==> config.mk <==
export PLATFORM = sky130hd
export DESIGN_NAME = res_sched
export DESIGN_NICKNAME = d
export VERILOG_FILES = /design/src/rtl/res_sched.sv
export SDC_FILE = /design/constraint.sdc
export NUM_CORES = 1
export LEC_CHECK = 0
export ABC_AREA = 1
export CAP_MARGIN = 0
export CORE_ASPECT_RATIO = 0.9
export CORE_MARGIN = 4
export CORE_UTILIZATION = 39
export CTS_CLUSTER_DIAMETER = 200
export DETAILED_ROUTE_END_ITERATION = 8
export GPL_TIMING_DRIVEN = 0
export SLEW_MARGIN = 20
export SYNTH_ARGS = -nofsm -noshare
export SYNTH_HDL_FRONTEND = slang
export SYNTH_SLANG_ARGS = --single-unit
export TNS_END_PERCENT = 1
==> constraint.sdc <==
create_clock -name clk -period 5.3 [get_ports clk]
set_input_delay 0.53 -clock clk [delete_from_list [all_inputs] [get_ports clk]]
set_output_delay 0.53 -clock clk [all_outputs]
set_load 0.01 [all_outputs]
==> src/rtl/res_sched.sv <==
// Residual-adder layer controller: issues the res_en instruction, fetches residual data in
// credit-limited read bursts and tracks the adder's output stream to detect end of layer.
module res_sched #(
  parameter int unsigned AXI_DATA_WIDTH = 128,
  parameter int unsigned ADDR_WIDTH     = 32,
  parameter int unsigned LEN_WIDTH      = 16,
  parameter int unsigned BURST_BEATS    = 64,
  parameter int unsigned RES_FIFO_DEPTH = 512
) (
  input  logic                            clk,
  input  logic                            rst,
  output logic                            s_axis_layer_tready,
  input  logic                            s_axis_layer_tvalid,
  input  logic [ADDR_WIDTH+LEN_WIDTH:0]   s_axis_layer_tdata,
  input  logic                            m_axis_res_instr_tready,
  output logic                            m_axis_res_instr_tvalid,
  output logic                            m_axis_res_instr_tdata,
  input  logic                            m_axis_rdcmd_tready,
  output logic                            m_axis_rdcmd_tvalid,
  output logic [ADDR_WIDTH+LEN_WIDTH-1:0] m_axis_rdcmd_tdata,
  input  logic                            mon_lc2res_tvalid,
  input  logic                            mon_lc2res_tready,
  input  logic                            mon_lc2res_tlast,
  input  logic                            mon_lc2res_tuser,
  output logic                            layer_done,
  output logic [31:0]                     status
);

  localparam int unsigned BeatBytes = AXI_DATA_WIDTH / 8;
  localparam int unsigned CredW     = $clog2(RES_FIFO_DEPTH + BURST_BEATS + 1) + 1;
  localparam logic [LEN_WIDTH-1:0] BurstLen = LEN_WIDTH'(BURST_BEATS);
  localparam logic [CredW-1:0]     DepthLim = CredW'(RES_FIFO_DEPTH);

  typedef enum logic [1:0] {StIdle = 2'd0, StInstr = 2'd1, StFetch = 2'd2, StWait = 2'd3} state_e;

  state_e                state_q;
  logic                  res_en_q;
  logic [LEN_WIDTH-1:0]  num_beats_q;
  logic [ADDR_WIDTH-1:0] addr_q;
  logic [LEN_WIDTH-1:0]  remaining_q;
  logic [CredW-1:0]      outstanding_q;
  logic [LEN_WIDTH:0]    beat_cnt_q;
  logic [15:0]           done_cnt_q;
  logic                  err_len_q, err_zero_q, layer_done_q, layer_tready_q;
  logic                  instr_valid_q, instr_data_q, rd_valid_q;
  logic [ADDR_WIDTH-1:0] rd_addr_q;
  logic [LEN_WIDTH-1:0]  rd_len_q;

  logic                  d_res_en;
  logic [LEN_WIDTH-1:0]  d_num;
  logic [ADDR_WIDTH-1:0] d_base;
  logic                  desc_hs, instr_hs, rd_hs, mon_hs, active, eol, out_dec, credit_ok;
  logic [LEN_WIDTH-1:0]  hs_len, rem_next, len_next;
  logic [ADDR_WIDTH-1:0] addr_next;
  logic [CredW-1:0]      out_next;
  logic [LEN_WIDTH:0]    beat_next;

  always_comb begin
    d_res_en  = s_axis_layer_tdata[0];
    d_num     = s_axis_layer_tdata[LEN_WIDTH:1];
    d_base    = s_axis_layer_tdata[ADDR_WIDTH+LEN_WIDTH:LEN_WIDTH+1];
    desc_hs   = layer_tready_q & s_axis_layer_tvalid;
    instr_hs  = instr_valid_q & m_axis_res_instr_tready;
    rd_hs     = rd_valid_q & m_axis_rdcmd_tready;
    mon_hs    = mon_lc2res_tvalid & mon_lc2res_tready;
    active    = (state_q != StIdle);
    eol       = active & mon_hs & mon_lc2res_tlast & mon_lc2res_tuser;
    // Credit never drops below zero even if the adder emits beats ahead of fetched data.
    out_dec   = active & res_en_q & mon_hs & (outstanding_q != '0);
    hs_len    = rd_hs ? rd_len_q : '0;
    out_next  = outstanding_q + CredW'(hs_len) - CredW'(out_dec);
    rem_next  = remaining_q - hs_len;
    addr_next = addr_q + ADDR_WIDTH'(hs_len) * ADDR_WIDTH'(BeatBytes);
    len_next  = (rem_next > BurstLen) ? BurstLen : rem_next;
    credit_ok = (out_next + CredW'(len_next)) <= DepthLim;
    beat_next = beat_cnt_q + (LEN_WIDTH + 1)'(1);
  end

  always_ff @(posedge clk or posedge rst) begin
    if (rst) begin
      state_q        <= StIdle;
      res_en_q       <= 1'b0;
      num_beats_q    <= '0;
      addr_q         <= '0;
      remaining_q    <= '0;
      outstanding_q  <= '0;
      beat_cnt_q     <= '0;
      done_cnt_q     <= '0;
      err_len_q      <= 1'b0;
      err_zero_q     <= 1'b0;
      layer_done_q   <= 1'b0;
      layer_tready_q <= 1'b0;
      instr_valid_q  <= 1'b0;
      instr_data_q   <= 1'b0;
      rd_valid_q     <= 1'b0;
      rd_addr_q      <= '0;
      rd_len_q       <= '0;
    end else begin
      layer_done_q  <= 1'b0;
      outstanding_q <= out_next;
      remaining_q   <= rem_next;
      addr_q        <= addr_next;
      if (active && mon_hs) beat_cnt_q <= beat_next;
      unique case (state_q)
        StIdle: begin
          layer_tready_q <= !(desc_hs && d_num != '0);
          if (desc_hs) begin
            res_en_q    <= d_res_en;
            num_beats_q <= d_num;
            addr_q      <= d_base;
            // Layers without residual fetch have nothing remaining to request.
            remaining_q <= d_res_en ? d_num : '0;
            beat_cnt_q  <= '0;
            if (d_num == '0) begin
              err_zero_q   <= 1'b1;
              layer_done_q <= 1'b1;
              done_cnt_q   <= done_cnt_q + 16'd1;
            end else begin
              state_q       <= StInstr;
              instr_valid_q <= 1'b1;
              instr_data_q  <= d_res_en;
            end
          end
        end
        StInstr: begin
          if (instr_hs) begin
            instr_valid_q <= 1'b0;
            if (res_en_q) begin
              state_q    <= StFetch;
              rd_valid_q <= (rem_next != '0) && credit_ok;
              rd_addr_q  <= addr_next;
              rd_len_q   <= len_next;
            end else begin
              state_q <= StWait;
            end
          end
        end
        StFetch: begin
          // A presented command is frozen until accepted.
          if (rd_hs || !rd_valid_q) begin
            if (rem_next == '0) begin
              state_q    <= StWait;
              rd_valid_q <= 1'b0;
            end else begin
              rd_valid_q <= credit_ok;
              rd_addr_q  <= addr_next;
              rd_len_q   <= len_next;
            end
          end
        end
        StWait: ;
        default: state_q <= StIdle;
      endcase
      if (eol) begin
        state_q        <= StIdle;
        layer_done_q   <= 1'b1;
        done_cnt_q     <= done_cnt_q + 16'd1;
        instr_valid_q  <= 1'b0;
        rd_valid_q     <= 1'b0;
        outstanding_q  <= '0;
        remaining_q    <= '0;
        layer_tready_q <= 1'b1;
        if ((beat_next != {1'b0, num_beats_q}) || (rem_next != '0)) err_len_q <= 1'b1;
      end
    end
  end

  assign s_axis_layer_tready     = layer_tready_q;
  assign m_axis_res_instr_tvalid = instr_valid_q;
  assign m_axis_res_instr_tdata  = instr_data_q;
  assign m_axis_rdcmd_tvalid     = rd_valid_q;
  assign m_axis_rdcmd_tdata      = {rd_len_q, rd_addr_q};
  assign layer_done              = layer_done_q;
  assign status = {done_cnt_q, 12'd0, err_len_q, err_zero_q, state_q};

endmodule

== Word level (Yosys, flattened, before mapping) ==
Cells that the tools add are included.
Operators by class
  add/subtract/negate cells: 7
  multipliers: 0
  div/mod/pow operators: 0
  magnitude comparators: 2
  equal/unequal tests: 13
  shift operators: 0
  multiplexer cells: 51
  bitwise gates (word level): 11
  reduce and logical (&&, ||, !) cells: 30
Operator list (number)
  16-bit 2-to-1 mux: 14
  32-bit 2-to-1 mux: 6
  32-bit case mux with 2 select lines: 1
  17-bit 2-to-1 mux: 3
  32-bit by 20-bit adder with 32-bit output: 1
  16-bit logical NOT: 2
  16-bit case mux with 2 select lines: 1
  16-bit nonzero test: 2
  11-bit adder: 2
  3-bit inequality test, second input constant: 6
  17-bit by 1-bit adder with 17-bit output, second input constant: 1
  17-bit by 16-bit inequality test with 1-bit output: 1
  16-bit by 1-bit adder with 16-bit output, second input constant: 1
  16-bit by 7-bit > comparator with 1-bit output, second input constant: 1
  1-bit 2-to-1 mux: 16
  16-bit subtractor: 1
  2-bit 2-to-1 mux: 6
  11-bit by 10-bit less-or-equal comparator with 1-bit output, second input constant: 1
  11-bit 2-to-1 mux: 1
  11-bit nonzero test: 1
  11-bit by 1-bit subtractor with 11-bit output: 1
  1-bit AND: 10
  2-bit nonzero test: 5
  3-bit AND reduction: 3
  16 further kinds: 27
Word-level totals
  register bits after elaboration: 166
  latch bits: 0
  memory bits (writable): 0
  bits in read-only memories: 0
  bits of input ports: 58
  output and inout port bits: 85
  word-level logic and storage cells: 131
  memories: 0

== Longest topological paths before layout ==
  depth after elaboration: 12
  gate-level depth with buffers: 34
  gate-level depth less buffers: 34

== Worst setup path after synthesis ==
No wires, ideal clock.
  path type: input to register
  from: input port m_axis_rdcmd_tready
  to: register rd_valid_q, in the netlist m_axis_rdcmd_tvalid
  data arrival time: 4009 ps
  data required time: 5232 ps
  slack: 1223 ps
  cell stages on the path: 31
  cell sequence: nand2_2 > inv_2 > nand2_1 > inv_1 > ha_1 > fa_1 > inv_1 > nand3_1 > nand2_1 > nand3_1 > nand3_1 > nand2_1 > nand2_1 > nand2_1 > nor2_2 > nand3_1 > nor2_1 > ha_1 > inv_1 > fa_1 > inv_1 > nand3_1 > nand3_1 > nand2_1 > nor3_1 > nand3_1 > nor2_1 > nand3_1 > nand2_1 > nand4_1 > nand2_1
On the way
  cells in the longest elaborated chain, start to end: 12
Ends and longest elaborated chain
  start: declaration: line 18  | input logic m_axis_rdcmd_tready,
  1-bit AND *: line 64  | rd_hs = rd_valid_q & m_axis_rdcmd_tready;
  16-bit 2-to-1 mux *: line 70  | hs_len = rd_hs ? rd_len_q : '0;
  16-bit subtractor *: line 72  | rem_next = remaining_q - hs_len;
  16-bit by 7-bit > comparator with 1-bit output: line 74  | len_next = (rem_next > BurstLen) ? BurstLen : rem_next;
  16-bit 2-to-1 mux *: line 74
  net len_next[0]: line 53  | logic [LEN_WIDTH-1:0] hs_len, rem_next, len_next;
  11-bit adder *: line 75  | credit_ok = (out_next + CredW'(len_next)) <= DepthLim;
  11-bit by 10-bit less-or-equal comparator with 1-bit output *: line 75
  1-bit logical AND: line 130  | rd_valid_q <= (rem_next != '0) && credit_ok;
  1-bit 2-to-1 mux: line 128  | if (res_en_q) begin
  1-bit 2-to-1 mux: line 126  | if (instr_hs) begin
  1-bit case mux with 2 select lines *: line 104  | unique case (state_q)
  1-bit 2-to-1 mux *: line 154  | if (eol) begin
  end signal: assignment: line 130
  end signal: assignment: line 145  | rd_valid_q <= credit_ok;
  end: declaration: line 45  | logic instr_valid_q, instr_data_q, rd_valid_q;
Mark *: on every way through the listed nets, which the timed path passes. The rest lies on a longest branch. The select of a mux whose other input is x is not followed.
A chain may end at the register's enable or synchronous reset.

== Worst setup path in the final report ==
Same ends and word-level chain as after synthesis.

==> results.yml <==
timing:
  fin_hold_ws_ps: 466
  setup_viol: 0
  final.setup.tns_ps: 0
  final_max_slew_viol_count: 0
  rsz0062_at_grt: "no"
  min_period_over_period_pct: 94.6
  skew_ps: 16.0
  slew_headroom_pct: 44.0
  fmax_mhz: 199
  worstMarginPinSlew_ps: 839
  hold_violations: 0
  fin_crit_ps: 5010
placed_design:
  dpl.hpwl_um: 25400
  dpl.cell_count: 1973
  place_congestion: 0.896
  port_buffers: 129
logic_synthesis:
  synth-edff-count: 0
  async_reset_ff_share_pct: 100
  netlist_area_um2: 10700
  synth-seq-cells: 166
  synth_flop_cell: "dfrtp_1"
  avgSynthCellArea_um2: 7.26
  yosys_warnings: 0
  postSynthCellCount: 1475
  seq_area_frac_synth_pct: 38.8
  synth_cell_types: 44
detailed_routing:
  drc_errors: 0
  wl_met1_um: 15600
  drt_iter0_drc: 595
  antenna_left: 0
  vias: 9756
  met2_length_um: 14500
  avgViaCountPerCell: 4.87
  wl_met3_um: 1410
  top_layer: "met4"
  dr.pass1.iters: 7
  wl_um: 32200
  wire_per_inst_um: 16.1
job:
  max_cap_violations: 0
global_routing:
  grt_max_degree: 85
  grt_pass1_wl_um: 50800
  track_usage_pct: 21.4
  grt_overflow_total: 0
  grt_pass1_vias: 9323
  antenna_found_initial: 0
clock_tree:
  clk_pin_slew_worst_paths_ps: 80
  cts_buffers: 17
  root_buffer: "clkbuf_16"
  numClockSinks: 166
  cts_tree: "yes"
  htree_levels: 4
  clock_latency_ps: 430
  clockBufferDepth: 2
floorplanning:
  die_w_um: 183
  die_y_um: 165
  num_rows: 57
  num_io_pins: 143
  core_um2: 27000
  die_area_um2: 30200
  initial_core_util_pct: 39.6
power_and_ir_drop:
  power.leakage_nw: 6.79
  power_per_cell_area_nw_per_um2: 618
  clkPwrFrac_pct: 14.7
  power_w: 0.00813
  switching_power_w: 0.00390
  combPwrFrac_pct: 59.7
  ir_drop_mv: 0.805
  power_frac_seq_pct: 25.6
  swShare_pct: 48.0
  p_int_w: 0.00423
layout:
  drive_gt1_share_pct: 5.03
  flow.area_growth_from_synthesis_pct: 22.8
  num-nets-final: 1768
  fin_util_pct: 48.7
  n_fill_cell: 2707
  stdcell_count: 2005
  antenna_cells: 0
setup_path:
  cp_common_cell: "nand2_1"
  cp_slowest_stage_delay_ps: 570
  crit_type: "in2reg"
  cp_max_fo: 8
  cp_data_arrival_time_ps: 5380
  critical-path-top-delay-family: "simple AND/OR/NAND/NOR gates"
  endpoint_kind: "register"
  start_kind: "input port"
  worstPathRequired_ps: 5660
  crit_buf_inv: 4
  slowest_stage: "clkdlybuf4s50_1"
min_path:
  hp-class: "reg2reg"
outcome:
  status: "finished, final reports clean"
[path summary, 6_finish.rpt]
check | startpoint | endpoint | slack, ps | depth (start not counted)
max | m_axis_rdcmd_tready | m_axis_rdcmd_tvalid$_DFFE_PP0P_ | 290 | 31
min | err_zero_q$_DFFE_PP0P_ | err_zero_q$_DFFE_PP0P_ | 470 | 2
max reg2reg | state_q[0]$_DFFE_PP0P_ | m_axis_rdcmd_tvalid$_DFFE_PP0P_ | 490 | 24
min reg2reg | err_zero_q$_DFFE_PP0P_ | err_zero_q$_DFFE_PP0P_ | 470 | 2
max in group asynchronous | rst | rd_len_q[8]$_DFFE_PP0P_ | 3900 | 3
min in group asynchronous | rst | rd_addr_q[16]$_DFFE_PP0P_ | 560 | 2
[cell usage in the layout (no fill, tap or decap), types with 4 or more instances in the layout]
cell type / n
nand2_1: 492
inv_1: 219
dfrtp_1: 166
clkdlybuf4s50_1: 129
nor2_1: 106
nand3_1: 77
ha_1: 65
a21oi_1: 61
o21ai_0: 49
xor2_1: 44
nand4_1: 23
buf_4: 20
xnor2_1: 19
clkbuf_16: 17
clkbuf_1: 16
nor3_1: 15
conb_1: 15
o21ai_1: 13
o22ai_1: 12
a211oi_1: 7
nand3b_1: 6
nor2_2: 5
nor4_1: 5
clkinvlp_4: 5
and2_1: 4
nand2_2: 4
o21bai_1: 4
buf_1: 4
fa_1: 4
inv_6: 4
[metal layers]
layer  track usage [%]  up-vias
li1                  -     4946
met2              34.0      217
met3              3.94       50
met1              30.4     4543
met4              5.29        0
met5                 0        -
[synth_stat cells, types with 3 or more instances]
cell	n	share of area [%]
buf_1	4	0.14
buf_6	3	0.32
buf_4	19	1.3
nand2_2	3	0.18
nor2_2	3	0.18
xor2_1	44	3.6
o22ai_1	12	0.70
inv_2	4	0.14
o21ai_1	13	0.61
a21oi_1	62	2.9
dfrtp_1	166	39
ha_1	67	7.8
nand4_1	23	1.3
o21ai_0	49	2.3
nor2_1	108	3.8
nor4_1	5	0.29
clkbuf_1	15	0.53
a31oi_1	3	0.18
nand3b_1	6	0.42
xnor2_1	19	1.6
inv_1	220	7.7
and2_1	4	0.23
nand2_1	494	17
nand3_1	78	3.6
nor3_1	16	0.75
o21bai_1	4	0.28
fa_1	4	0.75
a211oi_1	7	0.49
[tightest hold or removal path, delay by kind of cell (launching register included)]
family	cells	cell delay, ps
buf+inv	1	40
flops	1	350
simple gates	1	50
[timing repair]
item | CTS | global route
gates resized for setup | 0 | 13
hold buffers | 0 | 0
endpoints found under the setup margin | 0 | 1
setup buffers | 0 | 1
[state kept, by name, indices dropped and copies added (netlist names)]
| signal | cells |
|---|---|
| rd_addr_q | 32 |
| done_cnt_q | 16 |
| state_q | 2 |
| addr_q | 32 |
| res_en_q | 1 |
| rd_len_q | 16 |
| num_beats_q | 16 |
| outstanding_q | 11 |
| m_axis_rdcmd_tvalid | 1 |
| err_len_q | 1 |
| m_axis_res_instr_tvalid | 1 |
| beat_cnt_q | 17 |
| remaining_q | 16 |
| layer_done | 1 |
| m_axis_res_instr_tdata | 1 |
| err_zero_q | 1 |
| s_axis_layer_tready | 1 |
[power by group through the flow]
stage | clock network, W | registers [W] | logic (W)
after floorplan | 0 | 0.00209 | 0.00342
final | 0.00120 | 0.00208 | 0.00485
after global placement | 0 | 0.00209 | 0.00470
after detailed placement | 0 | 0.00210 | 0.00476
after CTS | 0.00122 | 0.00208 | 0.00479
after global routing | 0.00128 | 0.00214 | 0.00552
[cell type report]
class,count,area [µm²],share of cell area [%]
clock inverter,13,118,0.894
clock buffer,18,429,3.26
timing repair buffer,131,1330,10.1
sequential,166,4150,31.6
inverter,224,851,6.47
multi-input combinational,1057,5580,42.4
tap,354,443,3.37
buffer,42,253,1.92
[metrics by stage]
| step | setup WS, ps | cell area, µm² |
|---|---|---|
| finish | 286 | 13200 |
| global route | 3.31 | 13200 |
| CTS | 5.43 | 13100 |
| detailed placement | -397 | 12500 |
| global placement | -2310 | 12500 |
| floorplan | 280 | 10800 |
[logic make-up after synthesis]
logic type	synth area share [%]
flip-flops	38.8
XOR/XNOR	5.30
adder cells (fa/ha/maj)	8.57
AO/OA/AOI/OAI	8.09
other	0.0350
buffers and inverters	10.2
AND/OR/NAND/NOR	28.8
multiplexers	0.210
(Power assumes the default switching activity.)
